## config.mk

```make
export PLATFORM = sky130hd
export DESIGN_NAME = vc_wrr_arbiter
export DESIGN_NICKNAME = d
export VERILOG_FILES = /design/src/rtl/vc_wrr_arbiter_pkg.sv /design/src/rtl/vc_wrr_arbiter_credit.sv /design/src/rtl/vc_wrr_arbiter.sv
export SDC_FILE = /design/constraint.sdc
export NUM_CORES = 1
export LEC_CHECK = 0
export ABC_CLOCK_PERIOD_IN_PS = 1900
export BUFFER_PORTS_ARGS = -buffer_cell sky130_fd_sc_hd__buf_2
export CAP_MARGIN = 20
export CORE_MARGIN = 2
export CORE_UTILIZATION = 25
export CTS_BUF_LIST = sky130_fd_sc_hd__clkbuf_16
export CTS_CLUSTER_SIZE = 16
export DETAILED_ROUTE_END_ITERATION = 8
export PLACE_DENSITY_LB_ADDON = 0.08
export SYNTH_ARGS = -nofsm -noshare
export SYNTH_HDL_FRONTEND = slang
export SYNTH_SLANG_ARGS = --single-unit
```

## constraint.sdc

```tcl
create_clock -name clk -period 1.9 [get_ports clk]
set_clock_uncertainty 0.1 [all_clocks]
set_input_delay 0.19 -clock clk [delete_from_list [all_inputs] [get_ports clk]]
set_output_delay 0.19 -clock clk [all_outputs]
set_load 0.02 [all_outputs]
```

## src/rtl/vc_wrr_arbiter_pkg.sv

```systemverilog
// Shared definitions for the two-VC weighted round-robin arbiter:
// FSM state encoding, credit counter width and grant statistics width.
package vc_wrr_arbiter_pkg;

   typedef enum logic [1:0] {
      ST_IDLE   = 2'd0,
      ST_SERVE0 = 2'd1,
      ST_SERVE1 = 2'd2
   } arb_state_t;

   localparam int CREDIT_W = 4;
   localparam int STATS_W  = 8;

endpackage

```

## src/rtl/vc_wrr_arbiter_credit.sv

```systemverilog
// Grant-credit down-counter shared by both serve states: load a weight,
// decrement once per pop (stopping at zero), flag zero.
module wrr_credit_counter
   import vc_wrr_arbiter_pkg::*;
(
   input  logic                clk,
   input  logic                reset_L,
   input  logic                load,
   input  logic [CREDIT_W-1:0] load_val,
   input  logic                dec,
   output logic [CREDIT_W-1:0] credit,
   output logic                zero
);

   // load wins over dec so a turn handover can reload in the same cycle as the last pop
   always_ff @(posedge clk or negedge reset_L) begin
      if (!reset_L) begin
         credit <= '0;
      end else if (load) begin
         credit <= load_val;
      end else if (dec && (credit != '0)) begin
         credit <= credit - 1'b1;
      end
   end

   assign zero = (credit == '0);

endmodule

```

## src/rtl/vc_wrr_arbiter.sv

```systemverilog
// Two-VC weighted round-robin arbiter feeding one destination FIFO.
// Optional per-VC saturating grant counters are built when ARB_STATS_EN is defined.
module vc_wrr_arbiter
   import vc_wrr_arbiter_pkg::*;
#(
   parameter int BW = 4,
   parameter int W0 = 3,
   parameter int W1 = 1
) (
   input  logic          clk,
   input  logic          reset_L,
   input  logic          VC0_empty,
   input  logic          VC1_empty,
   input  logic [BW-1:0] VC0_data_in,
   input  logic [BW-1:0] VC1_data_in,
   input  logic          D_almost_full,
   input  logic          arb_enable,
   output logic          VC0_rd,
   output logic          VC1_rd,
   output logic          D_wr,
   output logic [BW-1:0] D_data_out,
   output logic [1:0]    arb_state
`ifdef ARB_STATS_EN
   ,
   input  logic               stats_clr,
   output logic [STATS_W-1:0] VC0_grants,
   output logic [STATS_W-1:0] VC1_grants
`endif
);

   // state     | meaning
   // ST_IDLE   | no VC being served, no pops
   // ST_SERVE0 | VC0 owns the turn, pops while credit remains
   // ST_SERVE1 | VC1 owns the turn, pops while credit remains

   localparam logic [CREDIT_W-1:0] W0_C = CREDIT_W'(W0);
   localparam logic [CREDIT_W-1:0] W1_C = CREDIT_W'(W1);

   arb_state_t          state, state_nxt;
   logic                go, pop0, pop1, serve1;
   logic                cur_empty, oth_empty, exhausted;
   logic                cr_load, cr_zero;
   logic [CREDIT_W-1:0] credit, cr_val, cur_w, oth_w;
   logic                src_sel;

   assign go   = arb_enable & ~D_almost_full;
   assign pop0 = go & (state == ST_SERVE0) & ~VC0_empty;
   assign pop1 = go & (state == ST_SERVE1) & ~VC1_empty;

   assign serve1    = (state == ST_SERVE1);
   assign cur_empty = serve1 ? VC1_empty : VC0_empty;
   assign oth_empty = serve1 ? VC0_empty : VC1_empty;
   assign cur_w     = serve1 ? W1_C : W0_C;
   assign oth_w     = serve1 ? W0_C : W1_C;
   // credit of one means the pop being issued now is the last of this turn
   assign exhausted = cr_zero | (credit == CREDIT_W'(1));

   always_comb begin
      state_nxt = state;
      cr_load   = 1'b0;
      cr_val    = '0;
      case (state)
         ST_IDLE: begin
            if (go && !VC0_empty) begin
               state_nxt = ST_SERVE0;
               cr_load   = 1'b1;
               cr_val    = W0_C;
            end else if (go && !VC1_empty) begin
               state_nxt = ST_SERVE1;
               cr_load   = 1'b1;
               cr_val    = W1_C;
            end
         end
         ST_SERVE0, ST_SERVE1: begin
            if (go && (cur_empty || exhausted)) begin
               cr_load = 1'b1;
               if (!oth_empty) begin
                  state_nxt = serve1 ? ST_SERVE0 : ST_SERVE1;
                  cr_val    = oth_w;
               end else if (!cur_empty) begin
                  cr_val    = cur_w;
               end else begin
                  state_nxt = ST_IDLE;
               end
            end
         end
         default: state_nxt = ST_IDLE;
      endcase
   end

   always_ff @(posedge clk or negedge reset_L) begin
      if (!reset_L) begin
         state <= ST_IDLE;
      end else begin
         state <= state_nxt;
      end
   end

   wrr_credit_counter u_credit (
      .clk      (clk),
      .reset_L  (reset_L),
      .load     (cr_load),
      .load_val (cr_val),
      .dec      (pop0 | pop1),
      .credit   (credit),
      .zero     (cr_zero)
   );

   always_ff @(posedge clk or negedge reset_L) begin
      if (!reset_L) begin
         D_wr    <= 1'b0;
         src_sel <= 1'b0;
      end else begin
         D_wr <= pop0 | pop1;
         if (pop1) begin
            src_sel <= 1'b1;
         end else if (pop0) begin
            src_sel <= 1'b0;
         end
      end
   end

   assign D_data_out = !D_wr ? '0 : (src_sel ? VC1_data_in : VC0_data_in);
   assign VC0_rd     = pop0;
   assign VC1_rd     = pop1;
   assign arb_state  = state;

`ifdef ARB_STATS_EN
   always_ff @(posedge clk or negedge reset_L) begin
      if (!reset_L) begin
         VC0_grants <= '0;
         VC1_grants <= '0;
      end else if (stats_clr) begin
         VC0_grants <= '0;
         VC1_grants <= '0;
      end else begin
         if (pop0 && (VC0_grants != '1)) VC0_grants <= VC0_grants + 1'b1;
         if (pop1 && (VC1_grants != '1)) VC1_grants <= VC1_grants + 1'b1;
      end
   end
`endif

endmodule

```

==> flow_summary.ini, run 1 <==
[placed_design]
dp_hpwl_mm = 1.29
gp_congestion = 0.701
detailedPlace.worstSlack_ps = 42.4
port_buffers = 22

[cells_and_area]
num_antenna_cells = 0
layout_common_cells = buf_2, nor2_1, dfrtp_1, nand2_1, inv_1
multi_input_area_um2 = 485
drive_above_1_share_pct = 35.5
fillers = 277
nets = 129
final_common_cell = buf_2
syn_to_final_growth_pct = 37.2
regArea_um2 = 201

[sta]
rsz0062_at_grt = false
hold_ws_ps = 261
worst_slack_ps = 107
setup_viol = 0
post-route-min-period_ps = 1790
hold_viol = 0
slew_violations = 0
min_period_over_period_pct = 94.4
tns_ps = 0
max_freq_ghz = 0.558
tightest_slew_ps = 336
relSlewSlack_pct = 77.6

[synth]
syn_area_um2 = 709
synth_top_area_share_pct = 28.2
syn_avg_cell_area_um2 = 8.87
yosys_warnings = 0
synth_area_leaders = dfrtp_1, ha_1, mux2i_1
yosysSeqAreaShare_pct = 28.2
yosysTopAreaCell = dfrtp_1
synth.distinct_cells = 27
ys_seq_elements = 8
syn_nets = 100
synth_cells = 80

[worst_setup_path]
start_kind = register
critPathTopFamily = multiplexers
crit_path_cell_trace = inv_1 > ha_1 > nand2b_4 > a21oi_4 > a21boi_4 > mux2_1 > mux2i_1
max_stage_delay_ps = 440
end_kind = register
arrival_ps = 1850
cp.required_ps = 1960
path_max_fanout = 5
slowest_stage = dfrtp_2
crit_type = register to register
critPathBufInv = 1
rrSetupSlack_ps = 110

[detailed_routing]
vias = 650
drt_pass1_iterations = 4
drt_wl_total_mm = 1.72
routedWlPerCell_um = 12.5
drtIter0Drc = 8
antenna_left = 0
drc = 0
routed_via_density = 4.71

[power_and_ir_drop]
pwr-share-seq_pct = 23.0
p_int_uw = 817
p_sw_share_pct = 38.9
power.switching_uw = 521
clkPwrFrac_pct = 27.2
power_leakage_nw = 0.486
peakVddDrop_mv = 0.818
powerDensity_nw_per_um2 = 1370
combPwrFrac_pct = 49.8

[cts]
cts_buffer_depth = 2
cts_tree = yes
cts_root_buf = clkbuf_16
cts_sinks = 8
worstSkewPairLatency_ps = 230
clk_pin_slew_ps = 40
htree_levels = 1
cts_made_buffers = 3
cts_setup_buffers = 0

[run_status]
status = completed

[floorplan]
initial_core_util_pct = 25.9
coreArea_um2 = 2730
die_w_um = 57.3
core.rowCount = 19
die_area_um2 = 3280
pin_count = 23
die_y_um = 57.3

[run]
cap_violations = 0

[global_routing]
first_global_vias = 639
overflow = 0
grt_pass1_wl_mm = 2.86
track_usage_pct = 11.8
grt_max_degree = 10
antenna_found_initial = 0

[min_path]
hold_path_class = input pin to async pin
final cells by class:
cell class | instances | area share (%)
Tap cell | 31 | 3.98
Sequential cell | 8 | 20.7
Inverter | 6 | 2.31
Clock buffer | 3 | 7.71
Multi-Input combinational cell | 63 | 49.9
Timing Repair Buffer | 27 | 15.4
worst register-to-register path, cell delays in order (launching register included):
cell and delay (ps):
dfrtp_2 440, inv_1 90, ha_1 190, nand2b_4 80, a21oi_4 140, a21boi_4 210, mux2_1 340, mux2i_1 130
state kept, by name (all words and copies together), names as in the netlist:
signal and count:
arb_state 2, u_credit.credit 4, D_wr 1, src_sel 1
stage by stage:
stage / utilization, % / instances / power, mW / instance area [um2]
after floorplan: - / 80 / 0.775 / 712
after global placement: 31.9 / 134 / 0.945 / 871
after detailed placement: 31.9 / 134 / 0.948 / 871
after CTS: 35.0 / 138 / 1.33 / 956
after global routing: 35.6 / 138 / 1.44 / 973
final: 35.6 / 138 / 1.34 / 973
synth_stat cells:
cell / instances
dfrtp_1: 8
nand2_1: 8
nor2_1: 8
ha_1: 6
inv_1: 6
mux2i_1: 6
a21oi_1: 4
nand3_1: 4
nor2b_1: 4
o21ai_0: 4
mux2_1: 3
nor3_1: 3
nand2b_4: 2
a21boi_4: 1
a21o_1: 1
a21oi_4: 1
a32oi_1: 1
buf_2: 1
buf_6: 1
clkbuf_1: 1
maj3_1: 1
mux2_2: 1
nand2b_1: 1
nand4b_1: 1
o31ai_1: 1
or3_1: 1
xnor2_1: 1
per-layer routing:
layer	GRT usage (%)	wire (um)	up-vias
li1	-	-	325
met2	19.2	825	26
met3	4.31	133	4
met4	5.98	36	0
met1	13.6	729	295
met5	0	0	-
path summary, 6_finish.rpt:
path | start | end | depth (start not counted)
worst max-delay path | arb_state[1] | u_credit.credit[1] | 7
min in group clk | VC1_empty | u_credit.credit[0] | 3
worst min-delay path | reset_L | src_sel | 2
max in group asynchronous | reset_L | arb_state[1] | 2
worst max register to register | arb_state[1] | u_credit.credit[1] | 7
worst min register to register | arb_state[1] | arb_state[1] | 1
cells by family (layout without fill, tap and decap cells):
logic type,Yosys count,in the layout,share of synthesized area [%]
buf+inv,9,36,5.99
xor+xnor,1,1,1.23
mux,10,10,14.8
fa+ha+maj,7,7,12.0
simple gates,32,32,23.8
flops,8,8,28.2
compound gates,13,13,13.9
power by group through the flow:
stage / clock network, mW / logic (mW) / registers (mW)
floorplan: 0 / 0.477 / 0.299
global placement: 0 / 0.642 / 0.303
detailed placement: 0 / 0.644 / 0.304
CTS: 0.376 / 0.652 / 0.302
global route: 0.382 / 0.736 / 0.321
finish: 0.365 / 0.666 / 0.308
repair_timing:
| action | 4_1_cts | 5_1_grt |
|---|---|---|
| hold buffers | 1 | 0 |
| resized for setup | 0 | 4 |
| endpoints found under the setup margin | 0 | 4 |
| endpoints found under the hold margin | 8 | 0 |
No activity file was read; power rests on OpenSTA's default activity.
==> run 2, diff against run 1 <==
CTS_BUF_LIST = sky130_fd_sc_hd__clkbuf_4   (was sky130_fd_sc_hd__clkbuf_16)
==> flow_summary.ini, run 2 (synthesis results as in run 1) <==
[worst_setup_path]
r2r_cells = 7
start_kind = register
cp.required_ps = 2000
arrival_ps = 1890
max_stage_delay_ps = 450
end_kind = register
rr_startpoint = arb_state[1]
crit_type = register to register
critPathBufInv = 1
slowest_stage = dfrtp_2
rrSetupSlack_ps = 110
crit_path_cell_trace = inv_1 > ha_1 > nand2b_4 > a21oi_4 > a21boi_4 > mux2_1 > mux2i_1
critPathTopFamily = multiplexers
startpoint = arb_state[1]
path_max_fanout = 5
path_depth = 7

[cells_and_area]
layout_common_cells = buf_2, nor2_1, dfrtp_1, nand2_1, inv_1
syn_to_final_growth_pct = 29.8
fillers = 284
regMostFlops = u_credit.credit
largest_reg_flops = 4
drive_above_1_share_pct = 35.5
final_common_cell = buf_2
multi_input_area_um2 = 485
nets = 129
final_cells = 138
num_antenna_cells = 0
regArea_um2 = 201

[placed_design]
gp_congestion = 0.701
port_buffers = 22
dp_hpwl_mm = 1.29
post-place-cells = 134

[power_and_ir_drop]
powerDensity_nw_per_um2 = 1210
p_sw_share_pct = 44.8
power.switching_uw = 501
power_leakage_nw = 0.463
pwr-share-seq_pct = 27.4
peakVddDrop_mv = 0.616
clkPwrFrac_pct = 13.0
p_int_uw = 617
total_power_mw = 1.12
combPwrFrac_pct = 59.5

[run]
cap_violations = 0

[cts]
cts_buffer_depth = 2
cts_tree = yes
cts_sinks = 8
clk_pin_slew_ps = 60
htree_levels = 1
cts_made_buffers = 3
worstSkewPairLatency_ps = 270
cts_root_buf = clkbuf_4
cts_setup_buffers = 0

[floorplan]
die_y_um = 57.3
core.rowCount = 19
pin_count = 23
coreArea_um2 = 2730
initial_core_util_pct = 25.9
die_area_um2 = 3280
die_w_um = 57.3

[sta]
slew_violations = 0
tns_ps = 0
hold_viol = 0
min_period_over_period_pct = 94.4
relSlewSlack_pct = 77.5
max_freq_ghz = 0.557
tightest_slew_ps = 337
rsz0062_at_grt = false
setup_viol = 0
post-route-min-period_ps = 1790
hold_ws_ps = 218

[detailed_routing]
antenna_left = 0
drt_wl_total_mm = 1.73
routed_via_density = 4.64
vias = 640
drt_pass1_iterations = 4
routedWlPerCell_um = 12.5
drc = 0
drtIter0Drc = 10

[global_routing]
use_met1_pct = 13.6
grtUsageMet3_pct = 4.99
track_usage_pct = 11.9
antenna_found_initial = 0
first_global_vias = 638
use_met2_pct = 19.2
grt_pass1_wl_mm = 2.88
grt_max_degree = 10
busiest_layer = met2
overflow = 0

[run_status]
status = completed

[min_path]
hold_path_class = input pin to async pin
run 2: layer usage:
layer	share of wire [%]	routed length (um)
met4	2.2	38
met1	43	738
met3	7.5	129
met5	0	0
met2	48	821
run 2: layout make-up:
| class | instances | share of cell area (%) |
|---|---|---|
| sequential | 8 | 21.9 |
| timing repair buffer | 27 | 16.3 |
| inverter | 6 | 2.45 |
| multi-input combinational | 63 | 52.7 |
| clock buffer | 3 | 2.45 |
| tap | 31 | 4.21 |
run 2: power by group through the flow:
stage	sequential [mW]	clock, mW	combinational, mW
CTS	0.301	0.157	0.652
global placement	0.303	0	0.642
global route	0.320	0.162	0.736
floorplan	0.299	0	0.477
finish	0.307	0.145	0.666
detailed placement	0.304	0	0.644
run 2: timing repair:
item                                    CTS  global route
endpoints found under the setup margin    0             5
resized for setup                         0             4
hold buffers                              1             0
hold endpoints to repair                  8             0
run 2: path summary, 6_finish.rpt:
| path | to |
|---|---|
| worst max-delay path | u_credit.credit[1] |
| worst min-delay path | u_credit.credit[2] |
| worst max register to register | u_credit.credit[1] |
| worst min register to register | arb_state[1] |
| max in group asynchronous | arb_state[1] |
| min in group clk | u_credit.credit[0] |
run 2: worst register-to-register path, stage by stage (launching register included):
cell	delay, ps
dfrtp_2	450
inv_1	90
ha_1	190
nand2b_4	80
a21oi_4	140
a21boi_4	210
mux2_1	350
mux2i_1	130
run 2: through the flow:
stage / setup WS [ps] / area [um2] / utilization, %
after floorplan: 26.7 / 712 / -
after CTS: 35.8 / 903 / 33.0
after global routing: 4.25 / 921 / 33.7
after detailed placement: 42.4 / 871 / 31.9
after global placement: 54.9 / 871 / 31.9
final: 106 / 921 / 33.7
==> run 3, diff against run 2 <==
ABC_CLOCK_PERIOD_IN_PS = 2290   (was 1900)
clock period = 2.29 ns   (was 1.9 ns; I/O delays follow)
==> flow_summary.ini, run 3 (synthesis results as in run 1) <==
[sta]
tns_ps = 0
setup_viol = 0
min_period_over_period_pct = 85.9
slew_violations = 0
hold_viol = 0
relSlewSlack_pct = 73.0
worst_slack_ps = 323
tightest_slew_ps = 405
max_freq_ghz = 0.508
rsz0062_at_grt = false
post-route-min-period_ps = 1970

[floorplan]
coreArea_um2 = 2730
core.rowCount = 19
pin_count = 23
initial_core_util_pct = 25.9
die_w_um = 57.3
die_y_um = 57.3
die_area_um2 = 3280

[cts]
cts_sinks = 8
worstSkewPairLatency_ps = 260
cts_tree = yes
htree_levels = 1
cts_root_buf = clkbuf_4
cts_buffer_depth = 2
clk_pin_slew_ps = 60
cts_made_buffers = 3
cts_resized = 0

[power_and_ir_drop]
power_leakage_nw = 0.444
peakVddDrop_mv = 0.413
total_power_uw = 855
powerDensity_nw_per_um2 = 981

[cells_and_area]
final_common_cell = buf_2
drive_above_1_share_pct = 29.1
nets = 125
syn_to_final_growth_pct = 22.8
regMostFlops = u_credit.credit
num_antenna_cells = 0
largest_reg_flops = 4
layout_common_cells = buf_2, dfrtp_1, nor2_1, nand2_1
post-route-util_pct = 31.9

[global_routing]
grt_max_degree = 11
first_global_vias = 614
grt_pass1_wl_mm = 2.72
track_usage_pct = 10.8
antenna_found_initial = 0
overflow = 0

[worst_setup_path]
path_max_fanout = 5
crit_type = register to register
end_kind = register
critPathTopFamily = multiplexers
start_kind = register
slowest_stage = dfrtp_1
max_stage_delay_ps = 420
critPathBufInv = 1
crit_path_cell_trace = inv_1 > ha_1 > mux2i_1 > nand2_1 > a21o_1 > nand3_1 > mux2_1
arrival_ps = 2000
cp.required_ps = 2330

[placed_design]
dp_hpwl_mm = 1.24
gp_congestion = 0.724
port_buffers = 22
detailedPlace.worstSlack_ps = 306

[min_path]
hold_path_class = input pin to async pin

[detailed_routing]
drt_wl_total_mm = 1.54
drtIter0Drc = 8
drt_pass1_iterations = 3
routedWlPerCell_um = 11.5
routed_via_density = 4.74
antenna_left = 0
vias = 635
drc = 0

[run]
cap_violations = 0

[run_status]
status = completed
run 3: cell count changes in the layout (fill, tap and decap cells not counted), sizes merged:
cell  delta
buf      -4
run 3: stage by stage:
step	hold WS, ps	cell area (um2)	std cells
finish	258	871	134
global route	276	871	134
CTS	256	871	134
detailed placement	-9.48	838	130
global placement	-6.17	838	130
floorplan	-167	709	80
run 3: path summary, 6_finish.rpt:
path                         startpoint                 end  slack (ps)  depth (start not counted)
min                             reset_L  u_credit.credit[2]         260                          2
max                        arb_state[0]        arb_state[1]         320                          7
min reg2reg                arb_state[0]        arb_state[0]         490                          1
max reg2reg                arb_state[0]        arb_state[1]         320                          7
max in group asynchronous       reset_L        arb_state[0]        1650                          2
min in group clk              VC1_empty  u_credit.credit[0]         280                          3
run 3: final cells by class:
class,instances,area (um2)
clock buffer,3,22.5
fill,310,1860
inverter,6,22.5
multi-input combinational,63,467
sequential,8,200
tap,31,38.8
timing repair buffer,23,120
run 3: routing by layer:
layer	wire (um)	GRT usage (%)	vias to the layer above
li1	-	-	321
met3	100	2.49	2
met4	17	5.98	0
met5	0	0	-
met1	640	13.1	292
met2	783	17.6	20
run 3: power breakdown:
part           internal [mW]  total [mW]  switching (mW)  leakage [nW]
registers              0.190       0.252          0.0615         0.100
clock network         0.0602       0.112          0.0519        0.0138
logic                  0.221       0.491           0.269         0.330
total                  0.472       0.855           0.383         0.444
run 3: repair_timing:
action / CTS / global route
setup buffers: 0 / 0
hold buffers: 1 / 0
endpoints found under the hold margin: 8 / 0
